==> config.mk <==
export PLATFORM = sky130hd
export DESIGN_NAME = mem_access_unit
export DESIGN_NICKNAME = d
export VERILOG_FILES = /design/src/rtl/mem_access_unit_pkg.sv /design/src/rtl/mem_access_unit_lane.sv /design/src/rtl/mem_access_unit.sv
export SDC_FILE = /design/constraint.sdc
export NUM_CORES = 1
export LEC_CHECK = 0
export CAP_MARGIN = 20
export CORE_MARGIN = 2
export CORE_UTILIZATION = 39
export DETAILED_ROUTE_END_ITERATION = 10
export PLACE_DENSITY = 0.84
export SETUP_SLACK_MARGIN = 0.05
export SYNTH_ARGS = -nofsm -noshare
export SYNTH_HDL_FRONTEND = slang
export SYNTH_SLANG_ARGS = --single-unit
==> constraint.sdc <==
create_clock -name clk -period 6.6 [get_ports clk]
set_input_delay 1.65 -clock clk [delete_from_list [all_inputs] [get_ports clk]]
set_output_delay 1.65 -clock clk [all_outputs]
set_load 0.1 [all_outputs]
==> src/rtl/mem_access_unit_pkg.sv <==
// Shared op codes, FSM encoding and op-decoding helpers for the load/store stage.
package mem_access_unit_pkg;

    localparam logic [7:0] EXE_LB_OP  = 8'b1110_0000;
    localparam logic [7:0] EXE_LH_OP  = 8'b1110_0001;
    localparam logic [7:0] EXE_LW_OP  = 8'b1110_0011;
    localparam logic [7:0] EXE_LBU_OP = 8'b1110_0100;
    localparam logic [7:0] EXE_LHU_OP = 8'b1110_0101;
    localparam logic [7:0] EXE_SB_OP  = 8'b1110_1000;
    localparam logic [7:0] EXE_SH_OP  = 8'b1110_1001;
    localparam logic [7:0] EXE_SW_OP  = 8'b1110_1011;

    // log2 of the access size in bytes
    localparam logic [1:0] SIZE_B = 2'd0;
    localparam logic [1:0] SIZE_H = 2'd1;
    localparam logic [1:0] SIZE_W = 2'd2;

    typedef enum logic [1:0] {
        IDLE   = 2'd0,
        ACCESS = 2'd1,
        DONE   = 2'd2
    } state_t;

    function automatic logic is_load(input logic [7:0] op);
        case (op)
            EXE_LB_OP, EXE_LBU_OP, EXE_LH_OP, EXE_LHU_OP, EXE_LW_OP: return 1'b1;
            default: return 1'b0;
        endcase
    endfunction

    function automatic logic is_store(input logic [7:0] op);
        case (op)
            EXE_SB_OP, EXE_SH_OP, EXE_SW_OP: return 1'b1;
            default: return 1'b0;
        endcase
    endfunction

    function automatic logic is_unsigned_load(input logic [7:0] op);
        return (op == EXE_LBU_OP) || (op == EXE_LHU_OP);
    endfunction

    function automatic logic [1:0] access_size(input logic [7:0] op);
        case (op)
            EXE_LB_OP, EXE_LBU_OP, EXE_SB_OP: return SIZE_B;
            EXE_LH_OP, EXE_LHU_OP, EXE_SH_OP: return SIZE_H;
            default: return SIZE_W;
        endcase
    endfunction

endpackage

==> src/rtl/mem_access_unit_lane.sv <==
// Combinational lane steering: byte enables, store replication, load extraction, alignment.
module mem_lane_align
    import mem_access_unit_pkg::*;
#(
    parameter int DATA_W     = 32,
    parameter bit BIG_ENDIAN = 1
) (
    input  logic [7:0]                    op,
    input  logic [$clog2(DATA_W/8)-1:0]   offset,
    input  logic [DATA_W-1:0]             reg2,
    input  logic [DATA_W-1:0]             bus_data,
    output logic [DATA_W/8-1:0]           sel,
    output logic [DATA_W-1:0]             store_data,
    output logic [DATA_W-1:0]             load_data,
    output logic                          misalign
);
    localparam int NB    = DATA_W / 8;
    localparam int OFF_W = $clog2(NB);

    logic [1:0]        size;
    logic [OFF_W-1:0]  mask;
    logic [OFF_W-1:0]  base;
    logic [OFF_W-1:0]  lo;
    logic [DATA_W-1:0] shifted;

    always_comb begin
        size = access_size(op);
        case (size)
            SIZE_B:  mask = '0;
            SIZE_H:  mask = OFF_W'(1);
            default: mask = OFF_W'(3);
        endcase
        base     = offset & ~mask;
        misalign = |(offset & mask);
        // Big-endian lowest lane of the group is NB-1-(base+mask), i.e. the complement.
        lo       = BIG_ENDIAN ? ~(base | mask) : base;
        shifted  = bus_data >> {lo, 3'b000};

        case (size)
            SIZE_B: begin
                sel        = NB'(1) << lo;
                store_data = {NB{reg2[7:0]}};
                load_data  = is_unsigned_load(op) ? DATA_W'(shifted[7:0])
                                                  : DATA_W'($signed(shifted[7:0]));
            end
            SIZE_H: begin
                sel        = NB'(3) << lo;
                store_data = {(NB/2){reg2[15:0]}};
                load_data  = is_unsigned_load(op) ? DATA_W'(shifted[15:0])
                                                  : DATA_W'($signed(shifted[15:0]));
            end
            default: begin
                sel        = NB'(15) << lo;
                store_data = {(NB/4){reg2[31:0]}};
                load_data  = DATA_W'($signed(shifted[31:0]));
            end
        endcase
    end

endmodule

==> src/rtl/mem_access_unit.sv <==
// Multi-cycle load/store stage with ack handshake, stall request, misalign and timeout detection.
module mem_access_unit
    import mem_access_unit_pkg::*;
#(
    parameter int DATA_W      = 32,
    parameter int ADDR_W      = 32,
    parameter int REG_ADDR_W  = 5,
    parameter bit BIG_ENDIAN  = 1,
    parameter int TIMEOUT_CYC = 255
) (
    input  logic                  clk,
    input  logic                  rst,
    input  logic [REG_ADDR_W-1:0] wd_i,
    input  logic                  wreg_i,
    input  logic [DATA_W-1:0]     wdata_i,
    input  logic [7:0]            aluop_i,
    input  logic [ADDR_W-1:0]     mem_addr_i,
    input  logic [DATA_W-1:0]     reg2_i,
    input  logic [DATA_W-1:0]     mem_data_i,
    input  logic                  mem_ack_i,
    output logic [REG_ADDR_W-1:0] wd_o,
    output logic                  wreg_o,
    output logic [DATA_W-1:0]     wdata_o,
    output logic [ADDR_W-1:0]     mem_addr_o,
    output logic                  mem_we_o,
    output logic [DATA_W/8-1:0]   mem_sel_o,
    output logic [DATA_W-1:0]     mem_data_o,
    output logic                  mem_ce_o,
    output logic                  stallreq_o,
    output logic                  adel_o,
    output logic                  ades_o,
    output logic                  buserr_o,
    output logic [ADDR_W-1:0]     badaddr_o
);
    localparam int NB    = DATA_W / 8;
    localparam int OFF_W = $clog2(NB);
    localparam int CNT_W = (TIMEOUT_CYC < 2) ? 1 : $clog2(TIMEOUT_CYC);

    state_t            state, next_state;
    logic [CNT_W-1:0]  cnt;
    logic              err;

    logic [ADDR_W-1:0]     addr_p1;
    logic [NB-1:0]         sel_p1;
    logic [DATA_W-1:0]     sdata_p1;
    logic [DATA_W-1:0]     ldata_p1;
    logic [7:0]            op_p1;
    logic [REG_ADDR_W-1:0] wd_p1;
    logic                  wreg_p1;

    logic              in_access, is_mem, start, timeout_hit;
    logic [7:0]        lane_op;
    logic [OFF_W-1:0]  lane_off;
    logic [NB-1:0]     lane_sel;
    logic [DATA_W-1:0] lane_sdata, lane_ldata;
    logic              lane_misalign;

    assign in_access   = (state == ACCESS);
    // The aligner decodes the incoming request in IDLE and the latched one while waiting for ack.
    assign lane_op     = in_access ? op_p1 : aluop_i;
    assign lane_off    = in_access ? addr_p1[OFF_W-1:0] : mem_addr_i[OFF_W-1:0];
    assign is_mem      = is_load(aluop_i) | is_store(aluop_i);
    assign start       = (state == IDLE) && is_mem && !lane_misalign;
    assign timeout_hit = (TIMEOUT_CYC != 0) && (cnt == CNT_W'(TIMEOUT_CYC - 1));

    mem_lane_align #(.DATA_W(DATA_W), .BIG_ENDIAN(BIG_ENDIAN)) u_lane (
        .op         (lane_op),
        .offset     (lane_off),
        .reg2       (reg2_i),
        .bus_data   (mem_data_i),
        .sel        (lane_sel),
        .store_data (lane_sdata),
        .load_data  (lane_ldata),
        .misalign   (lane_misalign)
    );

    always_ff @(posedge clk or posedge rst) begin
        if (rst) state <= IDLE;
        else     state <= next_state;
    end

    always_ff @(posedge clk or posedge rst) begin
        if (rst) begin
            cnt <= '0;
            err <= 1'b0;
        end else begin
            case (state)
                ACCESS: begin
                    cnt <= cnt + 1'b1;
                    if (!mem_ack_i && timeout_hit) err <= 1'b1;
                end
                DONE:    cnt <= '0;
                default: begin
                    cnt <= '0;
                    err <= 1'b0;
                end
            endcase
        end
    end

    // Request latch on entry to ACCESS, load capture on ack
    always_ff @(posedge clk) begin
        if (start) begin
            addr_p1  <= mem_addr_i;
            sel_p1   <= lane_sel;
            sdata_p1 <= lane_sdata;
            op_p1    <= aluop_i;
            wd_p1    <= wd_i;
            wreg_p1  <= wreg_i;
        end
        if (in_access && mem_ack_i) ldata_p1 <= lane_ldata;
    end

    always_comb begin
        next_state = state;
        case (state)
            IDLE:    if (start) next_state = ACCESS;
            ACCESS:  if (mem_ack_i || timeout_hit) next_state = DONE;
            DONE:    next_state = IDLE;
            default: next_state = IDLE;
        endcase
    end

    always_comb begin
        wd_o       = '0;
        wreg_o     = 1'b0;
        wdata_o    = '0;
        mem_addr_o = '0;
        mem_we_o   = 1'b0;
        mem_sel_o  = '0;
        mem_data_o = '0;
        mem_ce_o   = 1'b0;
        stallreq_o = 1'b0;
        adel_o     = 1'b0;
        ades_o     = 1'b0;
        buserr_o   = 1'b0;
        badaddr_o  = '0;
        if (!rst) begin
            case (state)
                IDLE: begin
                    wd_o    = wd_i;
                    wdata_o = wdata_i;
                    if (!is_mem) begin
                        wreg_o = wreg_i;
                    end else if (lane_misalign) begin
                        adel_o    = is_load(aluop_i);
                        ades_o    = is_store(aluop_i);
                        badaddr_o = mem_addr_i;
                    end else begin
                        stallreq_o = 1'b1;
                    end
                end
                ACCESS: begin
                    mem_ce_o   = 1'b1;
                    mem_we_o   = is_store(op_p1);
                    mem_addr_o = addr_p1 & ~ADDR_W'(NB - 1);
                    mem_sel_o  = sel_p1;
                    mem_data_o = sdata_p1;
                    stallreq_o = 1'b1;
                end
                DONE: begin
                    wd_o      = wd_p1;
                    wreg_o    = wreg_p1 & ~err & ~is_store(op_p1);
                    wdata_o   = ldata_p1;
                    buserr_o  = err;
                    badaddr_o = addr_p1;
                end
                default: ;
            endcase
        end
    end

endmodule
# --- Yosys cells after proc, flatten, opt, wreduce, memory -nomap -nowiden ---
# Cells that the tools add are included.
classes:
  add_sub_neg: 1
  eq_ne: 24
  shift: 4
  n_mux: 55
  n_bitwise: 11
  n_reduce_logical: 18
op_table:
  columns: ["operator", "count"]
  rows:
  - ["$mux W32", 10]
  - ["$pmux W32 S2", 4]
  - ["$eq A8 B8 Y1 const B", 18]
  - ["$shr A32 B5 Y32", 1]
  - ["$mux W1", 25]
  - ["$mux W8", 2]
  - ["$pmux W2 S2", 3]
  - ["$reduce_or A3 Y1", 4]
  - ["$pmux W5 S2", 1]
  - ["$add A8 B1 Y8 const B", 1]
  - ["$mux W4", 2]
  - ["$pmux W4 S2", 1]
  - ["$mux W2", 3]
  - ["$pmux W1 S2", 3]
  - ["$mux W5", 1]
  - ["$reduce_or A5 Y1", 1]
  - ["$and A2 B2 Y2", 2]
  - ["$eq A2 B1 Y1 const B", 2]
  - ["$logic_and A1 B1 Y1", 4]
  - ["$logic_not A2 Y1", 2]
  - ["$ne A2 B1 Y1 const B", 2]
  - ["$not A2 Y2", 2]
  - ["$reduce_and A2 Y1", 2]
  - ["$shl A1 B2 Y4 const A", 1]
  - ["other kinds (11)", 16]
word_totals:
  register_bits: 125
  inputBits: 145
  output_inout_bits: 144
  elab_cells: 123

# --- Depth between registers and ports, before layout ---
# Gate-level depths: netlist of the first run.
logic_depth:
  word_depth: 14
  depth_mapped: 9
  ltp_nobuf: 6

# --- Modules after synthesis ---
# A second synthesis of the first run with hierarchy kept.
unflattened:
  hier_cells: 565
  hier_area_um2: 6720.2
by_module_without_submodules:
  columns: ["module", "instances", "cells_per_inst", "area_each_um2", "seq_area_each_um2"]
  rows:
  - ["mem_access_unit", 1, 390, 5484.0, 3698.5]
  - ["mem_lane_align", 1, 175, 1236.2, 0.0]

# --- Worst setup path after synthesis of the first run ---
# No wires, ideal clock.
synth_path:
  kind: "input-to-output"
  from: "input port aluop_i[7]"
  to: "output port ades_o"
  arrival_time_ns: 5.878
  t_required_ns: 4.950
  slack_ns: -0.928
  path_stages: 6
  path_buffers: 1
  path_cell_list: "and4b_1 > clkbuf_1 > a32oi_4 > o21ai_1 > a21o_1 > nor4b_1"
synth_via:
  elab_chain_cells: 12
  word_cells_on_any_way: 32
  cone_classes: "eq/ne: 15; mux: 9; bitwise: 2; reduce/logical: 6"
synth_rtl:
  columns: ["item", "line", "source"]
  rows:
  - ["start: declaration", "mem_access_unit.sv:16", "input logic [7:0] aluop_i,"]
  - ["$mux W8", "mem_access_unit.sv:60", "assign lane_op = in_access ? op_p1 : aluop_i;"]
  - ["$eq A8 B8 Y1", "mem_access_unit_pkg.sv:43", "case (op)"]
  - ["$reduce_or A3 Y1", "mem_access_unit_pkg.sv:43", null]
  - ["$pmux W2 S2", "mem_access_unit_pkg.sv:43", null]
  - ["$eq A2 B1 Y1 / $logic_not A2 Y1 (equally long branches)", "mem_access_unit_lane.sv:28", "case (size)"]
  - ["$pmux W2 S2", "mem_access_unit_lane.sv:28", null]
  - ["$and A2 B2 Y2", "mem_access_unit_lane.sv:34", "misalign = |(offset & mask);"]
  - ["$reduce_or A2 Y1", "mem_access_unit_lane.sv:34", null]
  - ["$mux W1", "mem_access_unit.sv:145", "end else if (lane_misalign) begin"]
  - ["$mux W1 (*)", "mem_access_unit.sv:143", "if (!is_mem) begin"]
  - ["$mux W1 (*)", "mem_access_unit.sv:139", "case (state)"]
  - ["$mux W1 (*)", "mem_access_unit.sv:138", "if (!rst) begin"]
  - ["end: declaration", "mem_access_unit.sv:31", "output logic ades_o,"]
# Mark *: on every way between the ends. The rest lies on a longest branch, timed or not.

# --- Worst setup path in the final report of the first run ---
layout_path:
  from: "input port aluop_i[4]"
  to: "output port badaddr_o[14]"
layout_via:
  elab_chain_cells: 12
  word_cells_on_any_way: 32
  cone_classes: "eq/ne: 15; mux: 9; bitwise: 2; reduce/logical: 6"
layout_rtl:
  columns: ["item", "line", "source"]
  rows:
  - ["$mux W8", "mem_access_unit.sv:60", null]
  - ["$eq A8 B8 Y1", "mem_access_unit_pkg.sv:43", null]
  - ["$reduce_or A3 Y1", "mem_access_unit_pkg.sv:43", null]
  - ["$pmux W2 S2", "mem_access_unit_pkg.sv:43", null]
  - ["$eq A2 B1 Y1 / $logic_not A2 Y1 (equally long branches)", "mem_access_unit_lane.sv:28", null]
  - ["$pmux W2 S2", "mem_access_unit_lane.sv:28", null]
  - ["$and A2 B2 Y2", "mem_access_unit_lane.sv:34", null]
  - ["$reduce_or A2 Y1", "mem_access_unit_lane.sv:34", null]
  - ["$mux W32", "mem_access_unit.sv:145", null]
  - ["$mux W32 (*)", "mem_access_unit.sv:143", null]
  - ["$pmux W32 S2 (*)", "mem_access_unit.sv:139", null]
  - ["$mux W32 (*)", "mem_access_unit.sv:138", null]
  - ["end: declaration", "mem_access_unit.sv:33", "output logic [ADDR_W-1:0] badaddr_o"]
# Marked as above.

==> impl_metrics.tcl, run 1 <==
set metrics [dict create \
    max_slew_margin_pct 38.8 \
    worst-setup-path-type "in2out" \
    pin_count_of_the_biggest_net_entering_global_routing 73 \
    p_seq_share_pct 41.6 \
    chipHeight_um 136 \
    synth_edf_count 114 \
    layout-drive-gt1-share_pct 25.2 \
    nFillCells 1388 \
    critPathMaxFanout 30 \
    critical_path_required_ns 4.95 \
    drt-initial-drc-count 401 \
    post_drt_wl_per_cell_um 19.8 \
    post_cts_hold_buffer_count 0 \
    synth-main-ff-cell "edfxtp_1" \
    first_pass_iters 5 \
    post-route-worst-setup-slack_ns 0.716 \
    core_sq_mm 0.0172 \
    power.share.clock_pct 42.3 \
    maxCapViolations 0 \
    layout.core_utilization_pct 60.9 \
    antennaDiodeCount 0 \
    finalClockSkew_ns 0.00651 \
    timing.fmax_ghz 0.170 \
    dp.final_hpwl_mm 15.6 \
    worst_min_path_class "reg2reg" \
    route.detailed.drc 0 \
    horizontal_die_dimension_um 136 \
    post_cts_resize_count 0 \
    leakage_uw 0.00448 \
    synth_top_cells_by_area "edfxtp_1 50%, mux2i_1 10%, and3_1 6.4%" \
    run_status "complete, no violations" \
    vias 5817 \
    synth_area_sq_mm 0.00681 \
    timing.final.crit_period_ns 5.88 \
    grt_pass1_wl_mm 32.2 \
    cts_post_setup_buffers_inserted 0 \
    final_min_period_over_clock_period_pct 89.1 \
    cts_tree "built" \
    finalSetupTns_ns 0 \
    number_of_nets_with_antenna_violations_after_routing 0 \
    power_report.internal_total_uw 1550 \
    grt_pass1_vias 5608 \
    num-nets-final 998 \
    total_clock_buffers_created_by_cts 17 \
    power.net_switching_uw 539 \
    worst_ep_arrival_time_ns 4.23 \
    number_of_antenna_violations_at_the_first_check_in_global_routing 0 \
    syn_inst 578 \
    h-tree-depth 4 \
    clk_pin_slew_worst_paths_ns 0.05 \
    detail_route.wirelength_mm 21.6 \
    placement_rows 48 \
    start_util_pct 39.7 \
    tightestPinTransition_ns 0.915 \
    end_kind "primary output" \
    vdd.ir_drop.worst_mv 0.171 \
    area.growth.synth_to_final_pct 53.7 \
    port_buf_inserts 286 \
    synth_area_per_cell_sq_um 11.8 \
    timing.final.hold_violations 0 \
    crit_path_start_kind "input pin" \
    grt_usage_pct 23.0 \
    grt_overflow_total 0 \
    synth_top_cells_by_count "114 x edfxtp_1, 70 x and3_1, 69 x mux2i_1" \
    via_per_inst 5.34 \
    post-synth-top-count-cell "edfxtp_1" \
    comb_power_share_pct 16.1 \
    ys_seq_elements 125 \
    boundaryPins 289 \
    drv_slew 0 \
    clock-root-buffer "clkbuf_16" \
    dp_worst_setup_slack_ns 0.741 \
    cts.path.max_buffers 2 \
    cts.sinks 125 \
    postSynth.asyncResetShare_pct 8.80 \
    setup_viol 0 \
    power_density_mw_per_mm2 200 \
    synth_largest_area_cell "edfxtp_1" \
    yosysSeqAreaShare_pct 54.3 \
    dieArea_sq_mm 0.0185 \
    ys_warn_count 0 \
    switching_share_pct 25.8 \
    grt_setup_unrepaired "no" \
    synth_cell_type_count 57 \
    synth_largest_type_area_fraction_pct 50.2 \
    finalWeightedCongestion 0.887 \
    clk-insertion-delay-late_ns 0.41 \
]
-- through the flow --
stage	total power (uW)	hold WS, ns	instances	cell area [sq um]
after floorplan	1080	0.455	579	6820
after global placement	1220	0.474	1056	9900
after global routing	2160	0.530	1089	10500
after detailed placement	1220	0.500	1056	9900
final	2090	0.494	1089	10500
after CTS	2110	0.507	1088	10500
-- state kept, by name, indices dropped and copies added (netlist names) --
name / cells
addr_p1: 32
ldata_p1: 32
sdata_p1: 32
cnt: 8
op_p1: 8
wd_p1: 5
sel_p1: 4
state: 2
err: 1
wreg_p1: 1
-- cells by family (layout without fill, tap and decap cells) --
| group | Yosys count | in the layout | synth area share (%) |
|---|---|---|---|
| AO/OA/AOI/OAI | 84 | 84 | 10.8 |
| XOR/XNOR | 4 | 4 | 0.514 |
| adder cells (fa/ha/maj) | 2 | 2 | 0.367 |
| multiplexers | 74 | 74 | 11.1 |
| AND/OR/NAND/NOR | 236 | 236 | 18.9 |
| flip-flops | 125 | 125 | 54.3 |
| buffers and inverters | 52 | 337 | 3.95 |
| other | 1 | 2 | 0.0550 |
-- worst max-delay path, stage by stage --
cell,delay [ns]
clkdlybuf4s50_1,0.47
and4b_1,0.29
a32oi_4,0.46
o21ai_1,0.22
a211oi_4,0.29
buf_4,0.37
a22o_1,0.26
buf_12,0.19
-- placed cells by master, fill, tap and decap left out, drive strengths merged, types with 4 or more instances in the layout --
| master | synthesis | layout |
|---|---|---|
| nor3 | 4 | 4 |
| and2 | 8 | 8 |
| a21o | 7 | 7 |
| clkbuf | 28 | 25 |
| nand3 | 24 | 24 |
| a22o | 32 | 32 |
| nor2 | 51 | 51 |
| inv | 6 | 6 |
| dfrtp | 11 | 11 |
| buf | 18 | 155 |
| and3 | 70 | 70 |
| mux2i | 70 | 70 |
| mux2 | 4 | 4 |
| a221o | 8 | 8 |
| nand2 | 56 | 56 |
| nand2b | 4 | 4 |
| edfxtp | 114 | 114 |
| o21ai | 10 | 10 |
| clkdlybuf4s50 | 0 | 144 |
| o211ai | 10 | 10 |
| clkinv | 0 | 4 |
| a21oi | 5 | 5 |
| nor4 | 4 | 4 |
-- power groups by stage --
stage / Combinational (uW) / Clock [uW] / Sequential [uW]
finish: 338 / 885 / 870
global route: 355 / 936 / 870
CTS: 338 / 900 / 870
floorplan: 194 / 0 / 886
global placement: 333 / 0 / 886
detailed placement: 336 / 0 / 886
-- final cells by class --
class / count / area [sq um] / area share (%)
well taps: 225 / 282 / 2.69
clock inverters: 7 / 65.1 / 0.621
repair buffers: 299 / 3030 / 28.9
inverters: 6 / 22.5 / 0.215
flip-flops and latches: 125 / 3700 / 35.3
multi-input cells: 402 / 2870 / 27.5
clock buffers: 25 / 495 / 4.73
-- per-layer routing --
layer  track usage, %  wire length [um]  vias up
met2             38.4             10800      245
met4             7.35               363        0
li1                 -                 -     2737
met3             6.94              1840       26
met1             28.6              8590     2809
met5                0                 0        -
-- path summary, 6_finish.rpt --
kind | from | endpoint | slack, ns | depth (start not counted)
setup reg to reg | state[0]$_DFFE_PP0P_ | op_p1[7]$_DFFE_PP_ | 2.85 | 6
hold / removal | cnt[0]$_DFF_PP0_ | cnt[0]$_DFF_PP0_ | 0.49 | 1
max in group asynchronous | rst | state[1]$_DFFE_PP0P_ | 3.92 | 3
hold reg to reg | cnt[0]$_DFF_PP0_ | cnt[0]$_DFF_PP0_ | 0.49 | 1
min in group asynchronous | rst | err$_DFFE_PP0P_ | 1.99 | 2
setup / recovery | aluop_i[4] | badaddr_o[14] | 0.72 | 8
(Power assumes the default switching activity.)
==> run 2: changes to the inputs <==
- ABC_CLOCK_PERIOD_IN_PS: not set -> 6600
- SETUP_SLACK_MARGIN: 0.05 -> 0.1
==> results of run 2 <==
Final layout, timing and power as in run 1 (identical DEF).
